$ cat src/rtl/expr_sig_compactor.sv
// MISR signature compactor for the 90-bit expression result bus: folds each
// accepted result into a 32-bit signature and compares it against a golden value.
module expr_sig_compactor #(
  parameter int                 Y_WIDTH   = 90,
  parameter int                 SIG_WIDTH = 32,
  parameter logic [SIG_WIDTH-1:0] POLY    = 32'h04C11DB7,
  parameter logic [SIG_WIDTH-1:0] SEED    = 32'hFFFFFFFF,
  parameter int                 CNT_WIDTH = 16
) (
  input  logic                 clk,
  input  logic                 rst,
  input  logic                 start,
  input  logic [CNT_WIDTH-1:0] num_vectors,
  input  logic [SIG_WIDTH-1:0] expected_sig,
  input  logic                 in_valid,
  output logic                 in_ready,
  input  logic [Y_WIDTH-1:0]   in_y,
  output logic                 busy,
  output logic                 done,
  output logic                 pass,
  output logic [SIG_WIDTH-1:0] signature,
  output logic [CNT_WIDTH-1:0] vec_count
);

  localparam int NW = (Y_WIDTH + SIG_WIDTH - 1) / SIG_WIDTH;
  localparam int PW = NW * SIG_WIDTH;

  typedef enum logic [1:0] {IDLE, RUN, DONE} state_t;

  state_t               state_q, state_d;
  logic [SIG_WIDTH-1:0] sig_q, sig_d;
  logic [CNT_WIDTH-1:0] cnt_q, cnt_d;
  logic [CNT_WIDTH-1:0] num_q, num_d;
  logic [SIG_WIDTH-1:0] exp_q, exp_d;
  logic                 pass_q, pass_d;

  logic [PW-1:0]        y_pad;
  logic [SIG_WIDTH-1:0] words [NW];
  logic [SIG_WIDTH-1:0] fold;
  logic [SIG_WIDTH-1:0] misr_next;
  logic [CNT_WIDTH-1:0] cnt_inc;

  // Zero-extend to a whole number of signature words and XOR them together.
  assign y_pad = PW'(in_y);

  generate
    for (genvar gi = 0; gi < NW; gi++) begin : g_word
      assign words[gi] = y_pad[gi*SIG_WIDTH +: SIG_WIDTH];
    end
  endgenerate

  always_comb begin
    fold = '0;
    for (int k = 0; k < NW; k++) begin
      fold = fold ^ words[k];
    end
  end

  assign misr_next = {sig_q[SIG_WIDTH-2:0], 1'b0}
                   ^ (sig_q[SIG_WIDTH-1] ? POLY : '0)
                   ^ fold;
  assign cnt_inc   = cnt_q + CNT_WIDTH'(1);

  always_ff @(posedge clk or posedge rst) begin
    if (rst) begin
      state_q <= IDLE;
      sig_q   <= SEED;
      cnt_q   <= '0;
      num_q   <= '0;
      exp_q   <= '0;
      pass_q  <= 1'b0;
    end else begin
      state_q <= state_d;
      sig_q   <= sig_d;
      cnt_q   <= cnt_d;
      num_q   <= num_d;
      exp_q   <= exp_d;
      pass_q  <= pass_d;
    end
  end

  always_comb begin
    state_d = state_q;
    sig_d   = sig_q;
    cnt_d   = cnt_q;
    num_d   = num_q;
    exp_d   = exp_q;
    pass_d  = pass_q;
    case (state_q)
      IDLE, DONE: begin
        if (start) begin
          sig_d   = SEED;
          cnt_d   = '0;
          num_d   = num_vectors;
          exp_d   = expected_sig;
          // A zero-length run resolves immediately against the seed.
          pass_d  = (num_vectors == '0) && (SEED == expected_sig);
          state_d = (num_vectors == '0) ? DONE : RUN;
        end
      end
      RUN: begin
        if (in_valid) begin
          sig_d = misr_next;
          cnt_d = cnt_inc;
          if (cnt_inc == num_q) begin
            state_d = DONE;
            pass_d  = (misr_next == exp_q);
          end
        end
      end
      default: state_d = IDLE;
    endcase
  end

  assign in_ready  = (state_q == RUN);
  assign busy      = (state_q == RUN);
  assign done      = (state_q == DONE);
  assign pass      = pass_q;
  assign signature = sig_q;
  assign vec_count = cnt_q;

endmodule
$ cat config.mk
export PLATFORM = sky130hd
export DESIGN_NAME = expr_sig_compactor
export DESIGN_NICKNAME = d
export VERILOG_FILES = /design/src/rtl/expr_sig_compactor.sv
export SDC_FILE = /design/constraint.sdc
export NUM_CORES = 1
export LEC_CHECK = 0
export BUFFER_PORTS_ARGS = -buffer_cell sky130_fd_sc_hd__buf_2
export CAP_MARGIN = 10
export CORE_MARGIN = 3
export CORE_UTILIZATION = 55
export DETAILED_ROUTE_END_ITERATION = 6
export HOLD_SLACK_MARGIN = 0.02
export PLACE_DENSITY = 0.86
export SETUP_SLACK_MARGIN = 0.5
export SKIP_CTS_REPAIR_TIMING = 1
export SYNTH_ARGS = -nofsm -noshare
export SYNTH_HDL_FRONTEND = slang
export SYNTH_SLANG_ARGS = --single-unit
export TNS_END_PERCENT = 10
$ cat constraint.sdc
create_clock -name clk -period 8.35 [get_ports clk]
set_input_delay 0.4175 -clock clk [delete_from_list [all_inputs] [get_ports clk]]
set_output_delay 0.4175 -clock clk [all_outputs]
set_load 0.02 [all_outputs]
==> results.md, run 1 <==
* Delay-heaviest family, CP: simple AND/OR/NAND/NOR gates
* Slew margin rel. at 0.259
* Num CTS Buffers at 9
* Max stage delay on crit path at 0.51 ns
* Core area at 0.0105 mm^2
* Worst Path Required at 8.61 ns
* Sequential share of power at 0.357
* Area of the multi-input gates at 0.00335 mm^2
* Via/cell ratio at 5.68
* Switching fraction of total power at 0.423
* CTS clock-pin slew for the worst setup and hold paths at 0.10 ns
* Crit path capture type: flop
* Vias after detailed routing at 5495
* Die height at 110 um
* Slew at the pin with the worst max-slew slack at 1.11 ns
* Starting DRT DRC Count at 372
* Fin crit period at 2.90 ns
* Mean post-synth cell area at 9.22 um^2
* Synthesis-to-layout area growth at 21.1%
* CTS tree: built
* Tcrit/Tclk final at 0.347
* Max-slew violations at 0
* Internal power at 1520 uW
* Vias in the first global route at 5481
* Gpl congestion at 0.900
* # fillers at 823
* Psw at 1120 uW
* Sequential share of the synthesized area at 0.419
* Post-synthesis sequential element count at 99
* Die area at 0.0122 mm^2
* TritonCTS Sinks at 99
* Gate power share at 0.514
* Site Rows at 37
* DP Area at 0.00705 mm^2
* Antenna diode count at 0
* Top achievable clock speed at 0.345 GHz
* Worst setup SP type: flop
* Clock share of power at 0.129
* Clk buf depth at 2
* Fin cells at 968
* FF/Latch Area at 0.00252 mm^2
* Crit path arrival time at 3.16 ns
* Highest-count cells in the layout ignoring fill and taps: 193 x buf_2, 163 x nand2_1, 112 x xnor2_1, 86 x o21ai_0, 67 x dfrtp_1
* I/O pin count at 194
* Initial antenna violation count at 0
* Setup TNS at 0 ns
* Fin. Hold Viols at 0
* Post-route DRC at 0
* Post-Place Worst Slack at 5.47 ns
* # setup viols final at 0
* Horiz. Die Dim at 110 um
* Global-route wire length before repair at 27500 um
* Total track usage at 0.278
* GRT Residual Overflow at 0
* Buffers on Ports at 193
* Crit Path Max Fanout at 7
* Reg2reg path depth at 8
* Critical Path Slowest Stage Cell: dfrtp_1
* RSZ-0062 raised after global routing: no
* Root Buffer: clkbuf_8
* Largest net degree at the start of global routing at 82
* Status: finished clean
* WHS at 0.102 ns
* Leak at 0.00340 uW
* # placed instances at 952
* H-Tree Level Count at 3
* HPWL Detailed at 12800 um
* Starting Density at 0.574
* Routed WL per cell at 17.7 um
* Critical Setup Path Class: reg2reg
* Maximum vdd drop at 0.000206 V
* Skew-Pair Late Insertion Delay at 0.38 ns
* Final WS setup at 5.45 ns
* HP Class: in2async
* Share of layout cells above drive strength 1 at 0.310
* Antenna Nets Post-Route at 0
* Most common cell after layout, fill and taps aside: buf_2
* Post-Route Skew at 0.0123 ns
* Cells after synthesis at 651
* Layout Nets at 970
* Pwr dens at 363 mW/mm^2
* Synth cell types at 48
* Crit path depth at 8
* TritonRoute pass-1 iters at 5
* Maxcap violations at 0
* Buf+Inv Stages, Crit Path at 0
* Final Cell Area at 0.00727 mm^2
* Routed WL at 17100 um
* Mapped Nets at 794
* Synth Warn # at 0
* Mapped cell area at 0.00600 mm^2
* Worst-path cell chain: ha_1 -> nand3_2 -> nor3_2 -> nand4_1 -> a211o_1 -> or4_4 -> o21ai_2 -> mux2_1
[logic make-up after synthesis]
kind of cell,Yosys count,synth area share
AO/OA/AOI/OAI,115,0.105
XOR/XNOR,144,0.244
adder cells (fa/ha/maj),1,0.00208
buffers and inverters,36,0.0242
flip-flops,99,0.419
multiplexers,3,0.00521
AND/OR/NAND/NOR,253,0.199
[per-stage QoR]
stage	util	total power (uW)
after detailed placement	0.674	2290
after CTS	0.695	2640
after global placement	0.674	2240
after global routing	0.695	2810
final	0.695	2640
after floorplan	-	1920
[sequential cells by signal, summed over array words and instances (netlist names)]
register	flops
exp_q	32
num_q	16
pass	1
signature	32
state_q	2
vec_count	16
[layer usage]
layer  vias up  GRT usage  wire length (um)  share of wire
met4         0      0.120               530          0.031
met3        37     0.0400              1140          0.067
met5         -          0                 0              0
li1       2549          -                 -              -
met1      2654      0.345              6640           0.39
met2       255      0.484              8780           0.51
[cell type report]
type	instances	share of cell area
multi-input combinational	516	0.461
sequential	99	0.346
timing repair buffer	196	0.136
tap	136	0.0234
clock buffer	11	0.0224
clock inverter	5	0.00792
inverter	5	0.00293
[path summary, 6_finish.rpt]
check | slack, ns | start | to
worst max-delay path | 5.45 | vec_count[0] | pass
worst min-delay path | 0.10 | rst | exp_q[26]
worst max register to register | 5.45 | vec_count[0] | pass
worst min register to register | 0.50 | pass | pass
max in group asynchronous | 7.16 | rst | num_q[4]
min in group clk | 0.24 | expected_sig[15] | exp_q[15]
[power by group through the flow]
stage	Combinational (uW)	Sequential (uW)	Clock, uW
4_1_cts	1360	940	344
6_report	1360	943	342
5_1_grt	1470	972	362
3_3_place_gp	1310	932	0
2_1_floorplan	922	995	0
3_5_place_dp	1340	948	0
[Yosys cell counts (all sizes together)]
cell type,n,area [um^2]
dfrtp,67,1680
nand3,8,57.6
xor2,17,149
ha,1,12.5
a21o,1,7.51
or2,2,12.5
o211ai,3,22.5
mux2,1,11.3
nor3,10,55.1
xnor2,112,981
o21ai,89,449
and3,4,25.0
nand2b,3,18.8
o31ai,6,45.0
nor2b,3,18.8
or2b,1,7.51
nor3b,3,22.5
dfstp,32,841
nor2,16,60.1
or4,1,11.3
nand2,164,616
a21oi,9,45.0
and2,2,12.5
inv,5,18.8
nand4,19,149
o221ai,1,8.76
clkbuf,25,93.8
xnor3,15,338
mux2i,2,20.0
and4,1,8.76
a211o,3,26.3
nor4,12,96.3
a311o,2,20.0
or3,4,25.0
buf,6,32.5
o41ai,1,8.76
[worst register-to-register path: stages (launching register included)]
cell and delay (ns):
dfrtp_1 0.51, ha_1 0.32, nand3_2 0.18, nor3_2 0.42, nand4_1 0.14, a211o_1 0.32
or4_4 0.43, o21ai_2 0.13, mux2_1 0.33
Note: power is estimated with default switching activity, not from simulation.
==> run 2, diff against run 1 <==
--- a/config.mk
+++ b/config.mk
@@ -8,10 +8,10 @@
 export BUFFER_PORTS_ARGS = -buffer_cell sky130_fd_sc_hd__buf_2
 export CAP_MARGIN = 10
 export CORE_MARGIN = 3
-export CORE_UTILIZATION = 55
+export CORE_UTILIZATION = 52
 export DETAILED_ROUTE_END_ITERATION = 6
 export HOLD_SLACK_MARGIN = 0.02
-export PLACE_DENSITY = 0.86
+export PLACE_DENSITY = 0.82
 export SETUP_SLACK_MARGIN = 0.5
 export SKIP_CTS_REPAIR_TIMING = 1
 export SYNTH_ARGS = -nofsm -noshare
==> constraint.sdc (replaced) <==
create_clock -name clk -period 2.95 [get_ports clk]
set_input_delay 0.1475 -clock clk [delete_from_list [all_inputs] [get_ports clk]]
set_output_delay 0.1475 -clock clk [all_outputs]
set_load 0.02 [all_outputs]
==> results.md, run 2 (synthesis results as in run 1) <==
* Tcrit/Tclk final at 0.834
* Leak at 0.00370 uW
* Horiz. Die Dim at 113 um
* Status: finished clean
* TritonRoute pass-1 iters at 5
* Worst Path Required at 3.19 ns
* Pwr dens at 1030 mW/mm^2
* Highest-count cells in the layout ignoring fill and taps: 193 x buf_2, 163 x nand2_1, 104 x xnor2_1, 86 x o21ai_0, 54 x dfrtp_1
* Vias after detailed routing at 5657
* TritonCTS Sinks at 99
* End of the worst hold path: num_q[3]
* Critical Path Slowest Stage Cell: or4_4
* Slew at the pin with the worst max-slew slack at 0.704 ns
* Antenna diode count at 0
* Reg2reg path depth at 7
* Post-route DRC at 0
* Worst-path cell chain: nand4_4 -> nor4_4 -> buf_4 -> o21ai_0 -> or4_4 -> o21ai_2 -> mux2_4
* Clk buf depth at 2
* R2R Path End: pass
* Worst setup SP type: flop
* Maximum vdd drop at 0.000656 V
* Vias in the first global route at 5283
* Buffers on Ports at 193
* Slew margin rel. at 0.530
* Total track usage at 0.260
* CTS clock-pin slew for the worst setup and hold paths at 0.07 ns
* Met1 Usage GRT at 0.327
* Largest net degree at the start of global routing at 100
* Die height at 113 um
* Synthesis-to-layout area growth at 31.3%
* Final core utilization at 0.712
* Skew-Pair Late Insertion Delay at 0.35 ns
* Met2 GRT Util at 0.451
* RSZ-0062 raised after global routing: yes
* HP Class: in2reg
* Num CTS Buffers at 9
* CTS tree: built
* Global-route wire length before repair at 26300 um
* Area of the multi-input gates at 0.00350 mm^2
* Fin cells at 1013
* Max stage delay on crit path at 0.55 ns
* Core area at 0.0111 mm^2
* H-Tree Level Count at 3
* Hold depth at 3
* Share of layout cells above drive strength 1 at 0.363
* Post-Route Skew at 0.00650 ns
* Crit path capture type: flop
* GRT Residual Overflow at 0
* Max-slew violations at 0
* Setup TNS at 0 ns
* Starting DRT DRC Count at 541
* Root Buffer: clkbuf_16
* Top achievable clock speed at 0.407 GHz
* Site Rows at 38
* # fillers at 842
* FF/Latch Area at 0.00254 mm^2
* Crit Path Max Fanout at 7
* Routed WL at 18200 um
* HPWL Detailed at 12500 um
* Initial antenna violation count at 0
* Busiest grt layer: met2
* Routed WL per cell at 18.0 um
* Layout Nets at 1011
* Critical Setup Path Class: reg2reg
* Reg-to-Reg Start: vec_count[8]
* Met3 global-route usage at 0.0584
* Fin crit period at 2.46 ns
* Crit path arrival time at 2.70 ns
* Antenna Nets Post-Route at 0
* Most common cell after layout, fill and taps aside: buf_2
* # setup viols final at 0
* Gpl congestion at 0.877
* # placed instances at 960
* Maxcap violations at 0
* Via/cell ratio at 5.58
* Starting Density at 0.542
* R2R setup slack at 0.49 ns
* Worst hold path startpoint: num_vectors[3]
* Fin. Hold Viols at 0
* I/O pin count at 194
* Die area at 0.0129 mm^2
## run 2: cell types whose count changed in the layout (fill, tap and decap cells not counted), sizes merged, moves of 2 or more
cell / before / now
buf: 196 / 224
clkbuf: 11 / 9
clkinv: 3 / 0
inv: 6 / 9
clkinvlp: 0 / 3
dlygate4sd3: 0 / 13
## run 2: stage by stage
stage               total power [uW]  hold slack [ns]  setup WS (ns)  area (um^2)
finish                          8130          0.00609          0.490         7880
global placement                6410            0.343          0.257         7110
floorplan                       5430            0.253          0.236         6010
CTS                             7720          -0.0309          0.149         7400
detailed placement              6510            0.343          0.182         7110
global route                    8610           0.0205          0.419         7880
## run 2: area by class of cell
cell class                 instances  share of cell area
inverter                           5             0.00286
sequential                        99               0.322
tap                              140              0.0222
timing repair buffer             237               0.173
clock buffer                       9              0.0286
multi-input combinational        516               0.443
clock inverter                     7             0.00841
## run 2: critical path, delay by kind of cell (launching register included)
family	cells	cell delay (ns)
flip-flops	1	0.46
buffers and inverters	1	0.18
AND/OR/NAND/NOR	3	1.13
multiplexers	1	0.31
AO/OA/AOI/OAI	2	0.30
## run 2: how the worst max path moves through the flow
stage                       to  cells after the start         start
final                     pass                      7  vec_count[8]
after global routing      pass                      8  vec_count[0]
after CTS                 pass                      8  vec_count[1]
after detailed placement  pass                      8  vec_count[1]
after global placement    pass                      8  vec_count[1]
after floorplan           pass                      8  vec_count[1]
## run 2: layer usage
metal,wire [um],vias up
met2,9410,276
met4,398,0
met3,1380,37
met5,0,-
met1,7010,2710
li1,-,2634
## run 2: power breakdown
group          switching (uW)  internal [uW]
registers                 562           2100
clock network             572            596
logic                    2290           2010
total                    3430           4700
==> run 3, diff against run 2 <==
==> constraint.sdc (replaced) <==
create_clock -name clk -period 2.5 [get_ports clk]
set_input_delay 0.125 -clock clk [delete_from_list [all_inputs] [get_ports clk]]
set_output_delay 0.125 -clock clk [all_outputs]
set_load 0.02 [all_outputs]
==> results.md, run 3 (synthesis results as in run 1) <==
* H-Tree Level Count at 3
* Clk buf depth at 2
* Core area at 0.0111 mm^2
* Root Buffer: clkbuf_16
* Critical Path Slowest Stage Cell: dfstp_2
* Highest-count cells in the layout ignoring fill and taps: 193 x buf_2, 163 x nand2_1, 106 x xnor2_1, 86 x o21ai_0, 60 x dfrtp_1
* Most frequent CP cell: xnor2_1
* DP Area at 0.00723 mm^2
* Final Cell Area at 0.00809 mm^2
* Fin. Hold Viols at 1
* Die area at 0.0129 mm^2
* Area of the multi-input gates at 0.00348 mm^2
* HPWL Detailed at 12800 um
* Starting DRT DRC Count at 445
* Layout Nets at 1040
* Max-slew violations at 0
* CTS clock-pin slew for the worst setup and hold paths at 0.07 ns
* Buffers on Ports at 193
* Maxcap violations at 0
* FF/Latch Area at 0.00253 mm^2
* Antenna diode count at 0
* GRT Residual Overflow at 0
* Routed WL at 18200 um
* TritonCTS Sinks at 99
* # fillers at 796
* Max stage delay on crit path at 0.57 ns
* Global-route wire length before repair at 26000 um
* Horiz. Die Dim at 113 um
* Post-Place Worst Slack at -0.0236 ns
* Post-route DRC at 0
* R2R setup slack at 0.09 ns
* Tcrit/Tclk final at 0.964
* Share of layout cells above drive strength 1 at 0.348
* Gpl congestion at 0.851
* Failing checks: hold timing
* Top achievable clock speed at 0.415 GHz
* Crit path capture type: flop
* Site Rows at 38
* Skew-Pair Late Insertion Delay at 0.35 ns
* Total track usage at 0.259
* Post-Route Skew at 0.00943 ns
* Vias in the first global route at 5276
* CTS tree: built
* Routed WL per cell at 17.4 um
* Slew margin rel. at 0.455
* Worst-path cell chain: xnor2_1 -> xnor2_1 -> xnor2_1 -> nor4_1 -> nand3_1 -> o41ai_4 -> mux2_4
* Vias after detailed routing at 5699
* Slew at the pin with the worst max-slew slack at 0.817 ns
* I/O pin count at 194
* Worst setup SP type: flop
* Die height at 113 um
* Critical Setup Path Class: reg2reg
* # setup viols final at 0
* Synthesis-to-layout area growth at 34.7%
* Largest net degree at the start of global routing at 77
* RSZ-0062 raised after global routing: yes
* Num CTS Buffers at 9
* Via/cell ratio at 5.47
* Starting Density at 0.542
* Antenna Nets Post-Route at 0
* Worst Path Required at 2.79 ns
* Crit path arrival time at 2.70 ns
* HP Class: in2reg
* Most common cell after layout, fill and taps aside: buf_2
* Status: finished with violations
* WHS at -0.000788 ns
* Pwr dens at 1160 mW/mm^2
* TritonRoute pass-1 iters at 7
* Initial antenna violation count at 0
* Maximum vdd drop at 0.000738 V
* Fin crit period at 2.41 ns
* Leak at 0.00384 uW
* Final WS setup at 0.0910 ns
* Crit Path Max Fanout at 3
-- run 3: cell count changes in the layout (fill, tap and decap cells not counted), moves of 3 or more --
cell,previous run,this run
buf_4,27,37
inv_8,3,0
dfrtp_2,13,7
dlygate4sd3_1,13,35
dfrtp_1,54,60
-- run 3: worst paths after layout --
| check | startpoint | end | cells after the start |
|---|---|---|---|
| max in group asynchronous | rst | exp_q[18] | 4 |
| hold / removal | num_vectors[0] | num_q[0] | 3 |
| setup / recovery | signature[12] | pass | 7 |
| hold reg to reg | exp_q[26] | exp_q[26] | 2 |
| setup reg to reg | signature[12] | pass | 7 |
| min in group asynchronous | rst | num_q[11] | 4 |
-- run 3: power breakdown --
| part | internal, uW | leakage, uW | switching [uW] |
|---|---|---|---|
| Sequential | 2470 | 0.00118 | 633 |
| Clock | 707 | 0.000140 | 624 |
| Combinational | 2330 | 0.00252 | 2660 |
| Total | 5500 | 0.00384 | 3910 |
-- run 3: cell type report --
class / instances / share of cell area
timing repair buffer: 266 / 0.199
sequential: 99 / 0.312
inverter: 5 / 0.00279
multi-input combinational: 516 / 0.430
clock inverter: 5 / 0.00449
clock buffer: 11 / 0.0300
tap: 140 / 0.0217
-- run 3: per-stage QoR --
step | hold slack, ns | setup TNS, ns | util | std cells | power, uW
after floorplan | 0.230 | -0.214 | - | 651 | 6400
after global placement | 0.272 | -0.0308 | 0.653 | 979 | 7610
after detailed placement | 0.277 | -0.0236 | 0.653 | 979 | 7720
after CTS | -0.0938 | -0.0406 | 0.678 | 995 | 9080
after global routing | 0.0197 | 0 | 0.730 | 1042 | 9980
final | -0.000788 | 0 | 0.730 | 1042 | 9420
-- run 3: critical path, delay by kind of cell (launching register included) --
family / cells / cell delay (ns)
multiplexers: 1 / 0.21
AND/OR/NAND/NOR: 2 / 0.64
AO/OA/AOI/OAI: 1 / 0.41
XOR/XNOR: 3 / 0.50
flip-flops: 1 / 0.57
-- run 3: layer usage --
layer | vias up | GRT usage | part of all wire
met3 | 44 | 0.0637 | 0.072
met2 | 279 | 0.456 | 0.51
met4 | 0 | 0.0753 | 0.029
met5 | - | 0 | 0
met1 | 2696 | 0.317 | 0.39
li1 | 2680 | - | -
